File: src/rtl/pipe_pkg.sv
// Shared types for the pipeline hazard unit: forwarding codes, drain FSM states, scoreboard entry.
// No logic; latency and backpressure are defined by the modules that import it.
// rd is stored at RD_W bits so one entry type serves every REG_AW up to RD_W.
package pipe_pkg;

    localparam int FWD_RF = 0;
    localparam int RD_W   = 8;

    typedef logic [1:0] hz_state_t;
    localparam hz_state_t RUN   = 2'd0;
    localparam hz_state_t DRAIN = 2'd1;
    localparam hz_state_t IDLE  = 2'd2;

    typedef struct packed {
        logic            valid;
        logic            wr;
        logic            load;
        logic [RD_W-1:0] rd;
    } sb_entry_t;

endpackage

File: src/rtl/pipe_hazard_unit_match.sv
// Matches one source register against the scoreboard; youngest writer wins.
// Latency: combinational. Backpressure: none, pure lookup.
// load_hit flags a load sitting in slot 1 that this source depends on.
import pipe_pkg::*;

module hz_match #(
    parameter int REG_AW = 5,
    parameter int DEPTH  = 3,
    parameter int FSEL_W = 2
) (
    input  logic [REG_AW-1:0]     src,
    input  sb_entry_t [DEPTH:1]   sb,
    output logic [FSEL_W-1:0]     fsel,
    output logic                  load_hit
);

    logic sel_load;

    // Walk oldest to youngest so the last hit taken is the youngest.
    always_comb begin
        fsel     = FSEL_W'(FWD_RF);
        sel_load = 1'b0;
        for (int k = DEPTH; k >= 1; k--) begin
            if (sb[k].valid && sb[k].wr && (sb[k].rd == RD_W'(src)) && (src != '0)) begin
                fsel     = FSEL_W'(k);
                sel_load = sb[k].load;
            end
        end
        load_hit = (fsel == FSEL_W'(1)) && sel_load;
    end

endmodule

File: src/rtl/pipe_hazard_unit.sv
// Scoreboard-based forwarding, load-use stall, late-redirect flush and drain handshake; HAZ_PERF_EN adds perf counters.
// Latency: fwd/stall/flush/kill combinational same cycle; scoreboard, FSM and counters update on clk.
// Backpressure: stall holds PC and IF/ID (load-use, or whenever not in RUN); redirect overrides a load-use stall.
import pipe_pkg::*;

module pipe_hazard_unit #(
`ifdef HAZ_PERF_EN
    parameter int CNT_W      = 32,
`endif
    parameter int REG_AW     = 5,
    parameter int DEPTH      = 3,
    parameter int REDIR_SLOT = 2,
    parameter int FSEL_W     = $clog2(DEPTH + 1)
) (
    input  logic               clk,
    input  logic               rst_n,
    input  logic               id_valid,
    input  logic [REG_AW-1:0]  id_rs,
    input  logic [REG_AW-1:0]  id_rt,
    input  logic [REG_AW-1:0]  id_rd,
    input  logic               id_wr,
    input  logic               id_load,
    input  logic               redirect,
    input  logic               drain_req,
    output logic [FSEL_W-1:0]  fwd_a,
    output logic [FSEL_W-1:0]  fwd_b,
    output logic               stall,
    output logic               flush_if,
    output logic               flush_id,
    output logic [DEPTH-1:0]   slot_kill,
`ifdef HAZ_PERF_EN
    output logic               drain_done,
    output logic [CNT_W-1:0]   stall_cnt,
    output logic [CNT_W-1:0]   flush_cnt
`else
    output logic               drain_done
`endif
);

    hz_state_t            state_q, state_d;
    sb_entry_t [DEPTH:1]  sb_q, sb_d;
    sb_entry_t            id_entry;
    logic                 hit_a, hit_b, lu_stall, admit, all_empty;

    hz_match #(.REG_AW(REG_AW), .DEPTH(DEPTH), .FSEL_W(FSEL_W)) u_match_a (
        .src(id_rs), .sb(sb_q), .fsel(fwd_a), .load_hit(hit_a)
    );
    hz_match #(.REG_AW(REG_AW), .DEPTH(DEPTH), .FSEL_W(FSEL_W)) u_match_b (
        .src(id_rt), .sb(sb_q), .fsel(fwd_b), .load_hit(hit_b)
    );

    // Outside RUN the pipe is quiescing, so decode is held rather than admitted.
    assign lu_stall   = id_valid & (hit_a | hit_b) & ~redirect & (state_q == RUN);
    assign stall      = lu_stall | (state_q != RUN);
    assign flush_if   = redirect;
    assign flush_id   = redirect;
    assign drain_done = (state_q == IDLE);
    assign admit      = id_valid & ~stall & ~redirect;

    always_comb begin
        id_entry       = '0;
        id_entry.valid = 1'b1;
        id_entry.wr    = id_wr;
        id_entry.load  = id_load;
        id_entry.rd    = RD_W'(id_rd);
    end

    always_comb begin
        slot_kill = '0;
        for (int k = 1; k <= DEPTH; k++) begin
            if (k < REDIR_SLOT) slot_kill[k-1] = redirect;
        end
    end

    always_comb begin
        all_empty = 1'b1;
        for (int k = 1; k <= DEPTH; k++) begin
            if (sb_q[k].valid) all_empty = 1'b0;
        end
    end

    // Slots younger than the redirecting one are wrong-path and die as they shift.
    always_comb begin
        sb_d    = '0;
        sb_d[1] = admit ? id_entry : '0;
        for (int k = 2; k <= DEPTH; k++) begin
            sb_d[k] = (redirect && (k <= REDIR_SLOT)) ? '0 : sb_q[k-1];
        end
    end

    always_comb begin
        state_d = state_q;
        case (state_q)
            RUN:     if (drain_req) state_d = DRAIN;
            DRAIN:   if (!drain_req) state_d = RUN;
                     else if (all_empty) state_d = IDLE;
            IDLE:    if (!drain_req) state_d = RUN;
            default: state_d = RUN;
        endcase
    end

    always_ff @(posedge clk or negedge rst_n) begin
        if (!rst_n) begin
            sb_q    <= '0;
            state_q <= RUN;
        end else begin
            sb_q    <= sb_d;
            state_q <= state_d;
        end
    end

`ifdef HAZ_PERF_EN
    always_ff @(posedge clk or negedge rst_n) begin
        if (!rst_n) begin
            stall_cnt <= '0;
            flush_cnt <= '0;
        end else begin
            if (lu_stall && (stall_cnt != '1)) stall_cnt <= stall_cnt + CNT_W'(1);
            if (redirect && (flush_cnt != '1)) flush_cnt <= flush_cnt + CNT_W'(1);
        end
    end
`endif

endmodule

File: config.mk
export PLATFORM = sky130hd
export DESIGN_NAME = pipe_hazard_unit
export DESIGN_NICKNAME = d
export VERILOG_FILES = /design/src/rtl/pipe_pkg.sv /design/src/rtl/pipe_hazard_unit_match.sv /design/src/rtl/pipe_hazard_unit.sv
export SDC_FILE = /design/constraint.sdc
export NUM_CORES = 1
export LEC_CHECK = 0
export ABC_AREA = 1
export CAP_MARGIN = 0
export CORE_MARGIN = 2
export CORE_UTILIZATION = 52
export DETAILED_ROUTE_END_ITERATION = 7
export MAX_ROUTING_LAYER = met4
export PLACE_DENSITY = 0.91
export SYNTH_ARGS = -nofsm -noshare
export SYNTH_HDL_FRONTEND = slang
export SYNTH_HIERARCHICAL = 1
export SYNTH_SLANG_ARGS = --single-unit
export TNS_END_PERCENT = 1
File: constraint.sdc
create_clock -name clk -period 1.8 [get_ports clk]
set_input_delay 0.27 -clock clk [delete_from_list [all_inputs] [get_ports clk]]
set_output_delay 0.27 -clock clk [all_outputs]
set_load 0.005 [all_outputs]
==> impl_metrics.env, run 1 <==
export IMPL_multiInputGateArea_um2=924.6
export IMPL_critical_path_startpoint_type="flip-flop"
export IMPL_drv_slew=0
export IMPL_drtAntennaViolNets=0
export IMPL_cts_inserted_buffers=3
export IMPL_cellInternalPower_uw=931.2
export IMPL_postLayoutSetupSlackWorst_ns=-0.1252
export IMPL_antenna_diode_count=0
export IMPL_start_point_of_the_critical_path="sb_q[2]"
export IMPL_die_h_um=61.31
export IMPL_port_buffer_count=30
export IMPL_h_tree_levels=1
export IMPL_endpoint_kind="output pin"
export IMPL_drt_initial_drc_count=84
export IMPL_clk_pin_slew_worst_paths_ns=0.13
export IMPL_firstDrtPassIters=4
export IMPL_critical_path_arrival_ns=1.66
export IMPL_comb_power_share_pct=22.4
export IMPL_setup_worst_path_class="flip-flop to output pin"
export IMPL_pwr_density_cell_mw_per_mm2=545.9
export IMPL_syn_mean_instance_area_um2=6.188
export IMPL_groute_layer_met3_usage_pct=2.521
export IMPL_global_route_overflow_total=0
export IMPL_tritoncts="built"
export IMPL_clockRootBuffer="sky130_fd_sc_hd__clkbuf_4"
export IMPL_register_area_um2=601.8
export IMPL_fillerInstances=251
export IMPL_violations="negative setup slack"
export IMPL_drv_max_cap_violation_count=0
export IMPL_switching_share_pct=27.52
export IMPL_layoutNonFillerInstCount=396
export IMPL_grt_first_pass_wirelength_um=6858
export IMPL_clock_latency_ns=0.34
export IMPL_number_of_remaining_drc_errors=0
export IMPL_initial_core_util_pct=55.49
export IMPL_synth_area_mm2=0.001708
export IMPL_sequential_group_share_of_total_power_pct=46.7
export IMPL_number_of_standard_cell_rows_in_the_floorplan=20
export IMPL_outcome="complete, but fails checks"
export IMPL_yosys_warnings=6
export IMPL_area_growth_synth_to_final_pct=37.80
export IMPL_routabilityCongestion=0.9181
export IMPL_global_route_usage_met1_pct=30.31
export IMPL_vdd_ir_drop_worst_uv=636.3
export IMPL_synthCells=276
export IMPL_layout_worst_path_cycle_share_pct=107.0
export IMPL_clock_sink_count=24
export IMPL_fmax_mhz=519.4
export IMPL_place_hpwl_um=3279
export IMPL_cts_root_to_sink_buffers=2
export IMPL_ff2ff_setup_slack_ns=0.35
export IMPL_pin_count=33
export IMPL_critical_path_peak_fanout=5
export IMPL_count_of_vias_placed_by_the_detailed_router=1804
export IMPL_hp_class="input port to async pin"
export IMPL_die_area_mm2=0.003759
export IMPL_grt_total_usage_pct=25.71
export IMPL_global_route_peak_usage_layer="met2"
export IMPL_finalNetCount=375
export IMPL_grt_util_met2_pct=46.35
export IMPL_number_of_global_route_vias_before_repair=1676
export IMPL_fin_crit_ns=1.925
export IMPL_placed_area_mm2=0.002273
export IMPL_worst_r2r_path_depth=8
export IMPL_totalWireLength_um=4103
export IMPL_end_of_the_worst_register_to_register_path="sb_q[3]"
export IMPL_initial_antenna_violation_count=0
export IMPL_worst_ep_required_time_ns=1.53
export IMPL_final_area_mm2=0.002354
export IMPL_dp_cells=388
export IMPL_leakagePower_uw=0.001241
export IMPL_p_clk_share_pct=30.8
export IMPL_rsz0062_at_grt="true"
export IMPL_timing_final_setup_violations=5
export IMPL_core_area_mm2=0.003078
export IMPL_hold_buffers=0
export IMPL_report_final_hold_viol_count=0
export IMPL_r2r_start="sb_q[4]"
export IMPL_post_drt_via_cell_ratio=4.556
export IMPL_final_util_pct=76.46
export IMPL_drt_wirelength_per_cell_um=10.36
export IMPL_floorplan_die_width_um=61.31
export IMPL_post_route_cells_drive_above_1_share_pct=18.47
export IMPL_p_switching_uw=353.6
export IMPL_final_setup_skew_ns=0.009460
export IMPL_maximum_number_of_pins_on_one_net_before_global_route_repair=25
critical path, cell delays in order, from the launching register on:
cell and delay [ns]:
sky130_fd_sc_hd__dfrtp_1 0.46, sky130_fd_sc_hd__o21ai_0 0.19, sky130_fd_sc_hd__nor2_1 0.06, sky130_fd_sc_hd__nand3_1 0.10
sky130_fd_sc_hd__nor2_2 0.05, sky130_fd_sc_hd__buf_4 0.12, sky130_fd_sc_hd__buf_4 0.12, sky130_fd_sc_hd__a21oi_2 0.11
sky130_fd_sc_hd__buf_2 0.12
layout make-up:
| class | count | area share [%] |
|---|---|---|
| Inverter | 63 | 10.05 |
| Sequential cell | 24 | 25.57 |
| Tap cell | 44 | 2.339 |
| Timing Repair Buffer | 59 | 20.52 |
| Clock inverter | 1 | 1.276 |
| Multi-Input combinational cell | 202 | 39.29 |
| Clock buffer | 3 | 0.9569 |
state kept, by name, summed over array words and instances, names as in the netlist:
signal,flops
state_q,2
sb_q,15
sb_d,7
worst max-delay path by stage:
stage,cells past startpoint,to
after floorplan,9,stall
after global placement,9,fwd_b[1]
after detailed placement,9,fwd_b[1]
after CTS,10,stall
after global routing,10,stall
final,8,fwd_b[1]
cell usage in the layout, fill, tap and decap left out, types with 3 or more instances in the layout:
cell type and instances:
sky130_fd_sc_hd__a21oi_1 9, sky130_fd_sc_hd__buf_2 5, sky130_fd_sc_hd__buf_4 28, sky130_fd_sc_hd__clkbuf_4 3
sky130_fd_sc_hd__clkdlybuf4s50_1 14, sky130_fd_sc_hd__conb_1 20, sky130_fd_sc_hd__dfrtp_1 23, sky130_fd_sc_hd__dlygate4sd2_1 11
sky130_fd_sc_hd__inv_1 55, sky130_fd_sc_hd__inv_2 8, sky130_fd_sc_hd__nand2_1 75, sky130_fd_sc_hd__nand3_1 10
sky130_fd_sc_hd__nand4_1 4, sky130_fd_sc_hd__nor2_1 46, sky130_fd_sc_hd__nor2_2 7, sky130_fd_sc_hd__nor3_1 4
sky130_fd_sc_hd__o21ai_0 5, sky130_fd_sc_hd__o21ai_1 3, sky130_fd_sc_hd__xnor2_1 4
power by group through the flow:
stage               logic [µW]  clock network (µW)  registers [µW]
finish                     288                 396             600
global route               328                 426             606
CTS                        284                 397             599
detailed placement         294                   0             610
global placement           289                   0             608
floorplan                  154                   0             601
repair_timing:
action	CTS	global route
setup endpoints to repair	8	6
pin swaps	13	13
hold endpoints to repair	0	0
buffers inserted	3	1
cloned	0	0
resized for setup	38	8
metrics by stage:
step | TNS [ns] | power (µW) | setup WS, ns | hold WS (ns)
2_1_floorplan | 0 | 755.3 | 0.4755 | -0.02559
3_3_place_gp | -3.565 | 896.8 | -0.5851 | 0.3780
3_5_place_dp | -3.916 | 904.0 | -0.5812 | 0.3858
4_1_cts | -0.3608 | 1280 | -0.1410 | 0.3017
5_1_grt | -1.047 | 1360 | -0.2360 | 0.3065
6_report | -0.5075 | 1285 | -0.1252 | 0.2850
metal layers:
metal,vias to the layer above,share of wire [%],wire length [µm]
met4,0,0.90,37
met2,49,53,2162
li1,946,-,-
met1,802,41,1690
met3,7,5.2,212
met5,-,0,0
Power figures use the tool's default switching activity.
==> run 2, diff against run 1 <==
--- a/config.mk
+++ b/config.mk
@@ -10,6 +10,7 @@
 export CORE_MARGIN = 2
 export CORE_UTILIZATION = 52
 export DETAILED_ROUTE_END_ITERATION = 7
+export HOLD_SLACK_MARGIN = 0.05
 export MAX_ROUTING_LAYER = met4
 export PLACE_DENSITY = 0.91
 export SYNTH_ARGS = -nofsm -noshare
==> constraint.sdc (replaced) <==
create_clock -name clk -period 1.9 [get_ports clk]
set_input_delay 0.285 -clock clk [delete_from_list [all_inputs] [get_ports clk]]
set_output_delay 0.285 -clock clk [all_outputs]
set_load 0.005 [all_outputs]
==> run 2 against run 1 <==
  * The run still ends with negative setup slack left
  * Sequential share of layout area about the same
  * Wire length up 5.3%
  * Non-clock buffer count up 1
  * Die area unchanged
  * Clock skew down 0.0041 ns
  * First-iteration DRC count up 40%
  * Setup slack better by 0.11 ns
  * Count of clock-buffer cells in the layout up 1
  * Power down 13%
  * Flip-flop and latch count unchanged
  * Via count down 0.22%
  * Utilization down 0.12 points
  * Critical endpoint is now stall
  * Highest routed layer unchanged
==> impl_metrics.env, run 2 (same netlist as run 1, synthesis figures left out) <==
export IMPL_final_setup_skew_ns=0.005326
export IMPL_drtAntennaViolNets=0
export IMPL_finalNetCount=376
export IMPL_placed_area_mm2=0.002258
export IMPL_report_final_hold_viol_count=0
export IMPL_outcome="complete, but fails checks"
export IMPL_postLayoutSetupSlackWorst_ns=-0.01416
export IMPL_firstDrtPassIters=4
export IMPL_number_of_standard_cell_rows_in_the_floorplan=20
export IMPL_hp_class="input port to async pin"
export IMPL_core_area_mm2=0.003078
export IMPL_post_drt_via_cell_ratio=4.534
export IMPL_drv_max_cap_violation_count=0
export IMPL_area_growth_synth_to_final_pct=37.58
export IMPL_dp_cells=386
export IMPL_tritoncts="built"
export IMPL_maximum_number_of_pins_on_one_net_before_global_route_repair=25
export IMPL_fmax_mhz=522.4
export IMPL_drt_initial_drc_count=118
export IMPL_die_h_um=61.31
export IMPL_cts_root_to_sink_buffers=2
export IMPL_dp_worst_setup_slack_ns=-0.4991
export IMPL_floorplan_die_width_um=61.31
export IMPL_violations="negative setup slack"
export IMPL_global_route_overflow_total=0
export IMPL_worst_r2r_path_depth=10
export IMPL_clock_latency_ns=0.31
export IMPL_layout_cells_most_common_list="sky130_fd_sc_hd__nand2_1 (76), sky130_fd_sc_hd__inv_1 (55), sky130_fd_sc_hd__nor2_1 (48), sky130_fd_sc_hd__buf_4 (29), sky130_fd_sc_hd__dfrtp_1 (23)"
export IMPL_pwr_density_cell_mw_per_mm2=473.1
export IMPL_drv_slew=0
export IMPL_fillerInstances=259
export IMPL_number_of_global_route_vias_before_repair=1734
export IMPL_registers_top_by_ff_count="sb_q"
export IMPL_timing_final_setup_violations=2
export IMPL_pin_count=33
export IMPL_clockRootBuffer="sky130_fd_sc_hd__clkbuf_4"
export IMPL_multiInputGateArea_um2=920.9
export IMPL_place_hpwl_um=3329
export IMPL_antenna_diode_count=0
export IMPL_most_common_library_cell_in_the_layout_ignoring_fill_and_taps="sky130_fd_sc_hd__nand2_1"
export IMPL_final_hold_worst_slack_ns=0.3121
export IMPL_initial_core_util_pct=55.49
export IMPL_initial_antenna_violation_count=0
export IMPL_grt_total_usage_pct=27.00
export IMPL_leakagePower_uw=0.001244
export IMPL_drt_wirelength_per_cell_um=10.88
export IMPL_post_route_cells_drive_above_1_share_pct=17.85
export IMPL_register_area_um2=601.8
export IMPL_vdd_ir_drop_worst_uv=522.5
export IMPL_critical_path_arrival_ns=1.63
export IMPL_count_of_vias_placed_by_the_detailed_router=1800
export IMPL_die_area_mm2=0.003759
export IMPL_hold_buffers=0
export IMPL_critical_path_peak_fanout=4
export IMPL_clk_pin_slew_worst_paths_ns=0.13
export IMPL_clock_sink_count=24
export IMPL_layoutNonFillerInstCount=397
export IMPL_worst_ep_required_time_ns=1.62
export IMPL_fin_crit_ns=1.914
export IMPL_layout_worst_path_cycle_share_pct=100.7
export IMPL_number_of_remaining_drc_errors=0
export IMPL_largest_register_ff_count=15
export IMPL_h_tree_levels=1
export IMPL_routabilityCongestion=0.9163
export IMPL_cts_inserted_buffers=3
export IMPL_rsz0062_at_grt="true"
export IMPL_endpoint_kind="output pin"
export IMPL_port_buffer_count=30
export IMPL_final_area_mm2=0.002350
export IMPL_totalWireLength_um=4319
export IMPL_setup_worst_path_class="flip-flop to output pin"
export IMPL_grt_first_pass_wirelength_um=7148
export IMPL_critical_path_startpoint_type="flip-flop"
[run 2: what timing repair did]
| item | in CTS | in global routing |
|---|---|---|
| buffers inserted | 6 | 1 |
| resized for setup | 34 | 9 |
| pin swaps | 9 | 9 |
| endpoints found under the setup margin | 5 | 8 |
[run 2: final timing paths]
check                           startpoint       end  slack, ns
worst max-delay path               sb_q[4]     stall      -0.01
worst min-delay path                 rst_n   sb_q[8]       0.31
worst max register to register     sb_q[4]   sb_q[0]       0.16
worst min register to register    sb_d[31]  sb_q[31]       0.42
max in group asynchronous            rst_n  sb_q[24]       1.34
min in group clk                  sb_d[31]  sb_q[31]       0.42
[run 2: cell type report]
class	instances	share of cell area (%)
Tap cell	44	2.343
Timing Repair Buffer	60	21.25
Sequential cell	24	25.61
Clock buffer	4	1.544
Inverter	63	10.06
Multi-Input combinational cell	202	39.19
[run 2: worst max-delay path, stage by stage (launching register included)]
cell and delay (ns):
sky130_fd_sc_hd__dfrtp_1 0.44, sky130_fd_sc_hd__buf_4 0.15, sky130_fd_sc_hd__nand2_1 0.06, sky130_fd_sc_hd__nand4_1 0.12, sky130_fd_sc_hd__nor2_2 0.17, sky130_fd_sc_hd__inv_2 0.07, sky130_fd_sc_hd__nor2_4 0.08, sky130_fd_sc_hd__o21ai_1 0.07
sky130_fd_sc_hd__nand2_1 0.05, sky130_fd_sc_hd__buf_2 0.10
[run 2: metrics by stage]
stage	utilization, %	power [µW]	TNS (ns)
after global placement	73.37	846.3	-2.426
after detailed placement	73.37	853.7	-2.749
final	76.34	1112	-0.01772
after global routing	76.34	1187	-0.6514
after floorplan	-	715.6	0
after CTS	75.37	1108	-0.07138
[run 2: power by group]
group | total [µW] | switching, µW | internal [µW]
registers | 569 | 30.9 | 538
clock network | 267 | 150 | 117
logic | 276 | 145 | 131
[run 2: metal layers]
metal  GRT usage [%]  vias up  wire length [µm]
met5               -        -                 0
met4           9.938        0                65
met3           2.731        6               179
met2           47.87       57              2281
met1           31.42      795              1792
li1                -      942                 -
==> run 3, diff against run 2 <==
--- a/config.mk
+++ b/config.mk
@@ -10,6 +10,7 @@
 export CORE_MARGIN = 2
 export CORE_UTILIZATION = 52
 export DETAILED_ROUTE_END_ITERATION = 7
+export GPL_TIMING_DRIVEN = 1
 export HOLD_SLACK_MARGIN = 0.05
 export MAX_ROUTING_LAYER = met4
 export PLACE_DENSITY = 0.91
==> results of run 3 <==
The final DEF is identical to that of run 2; final timing and power are the same.
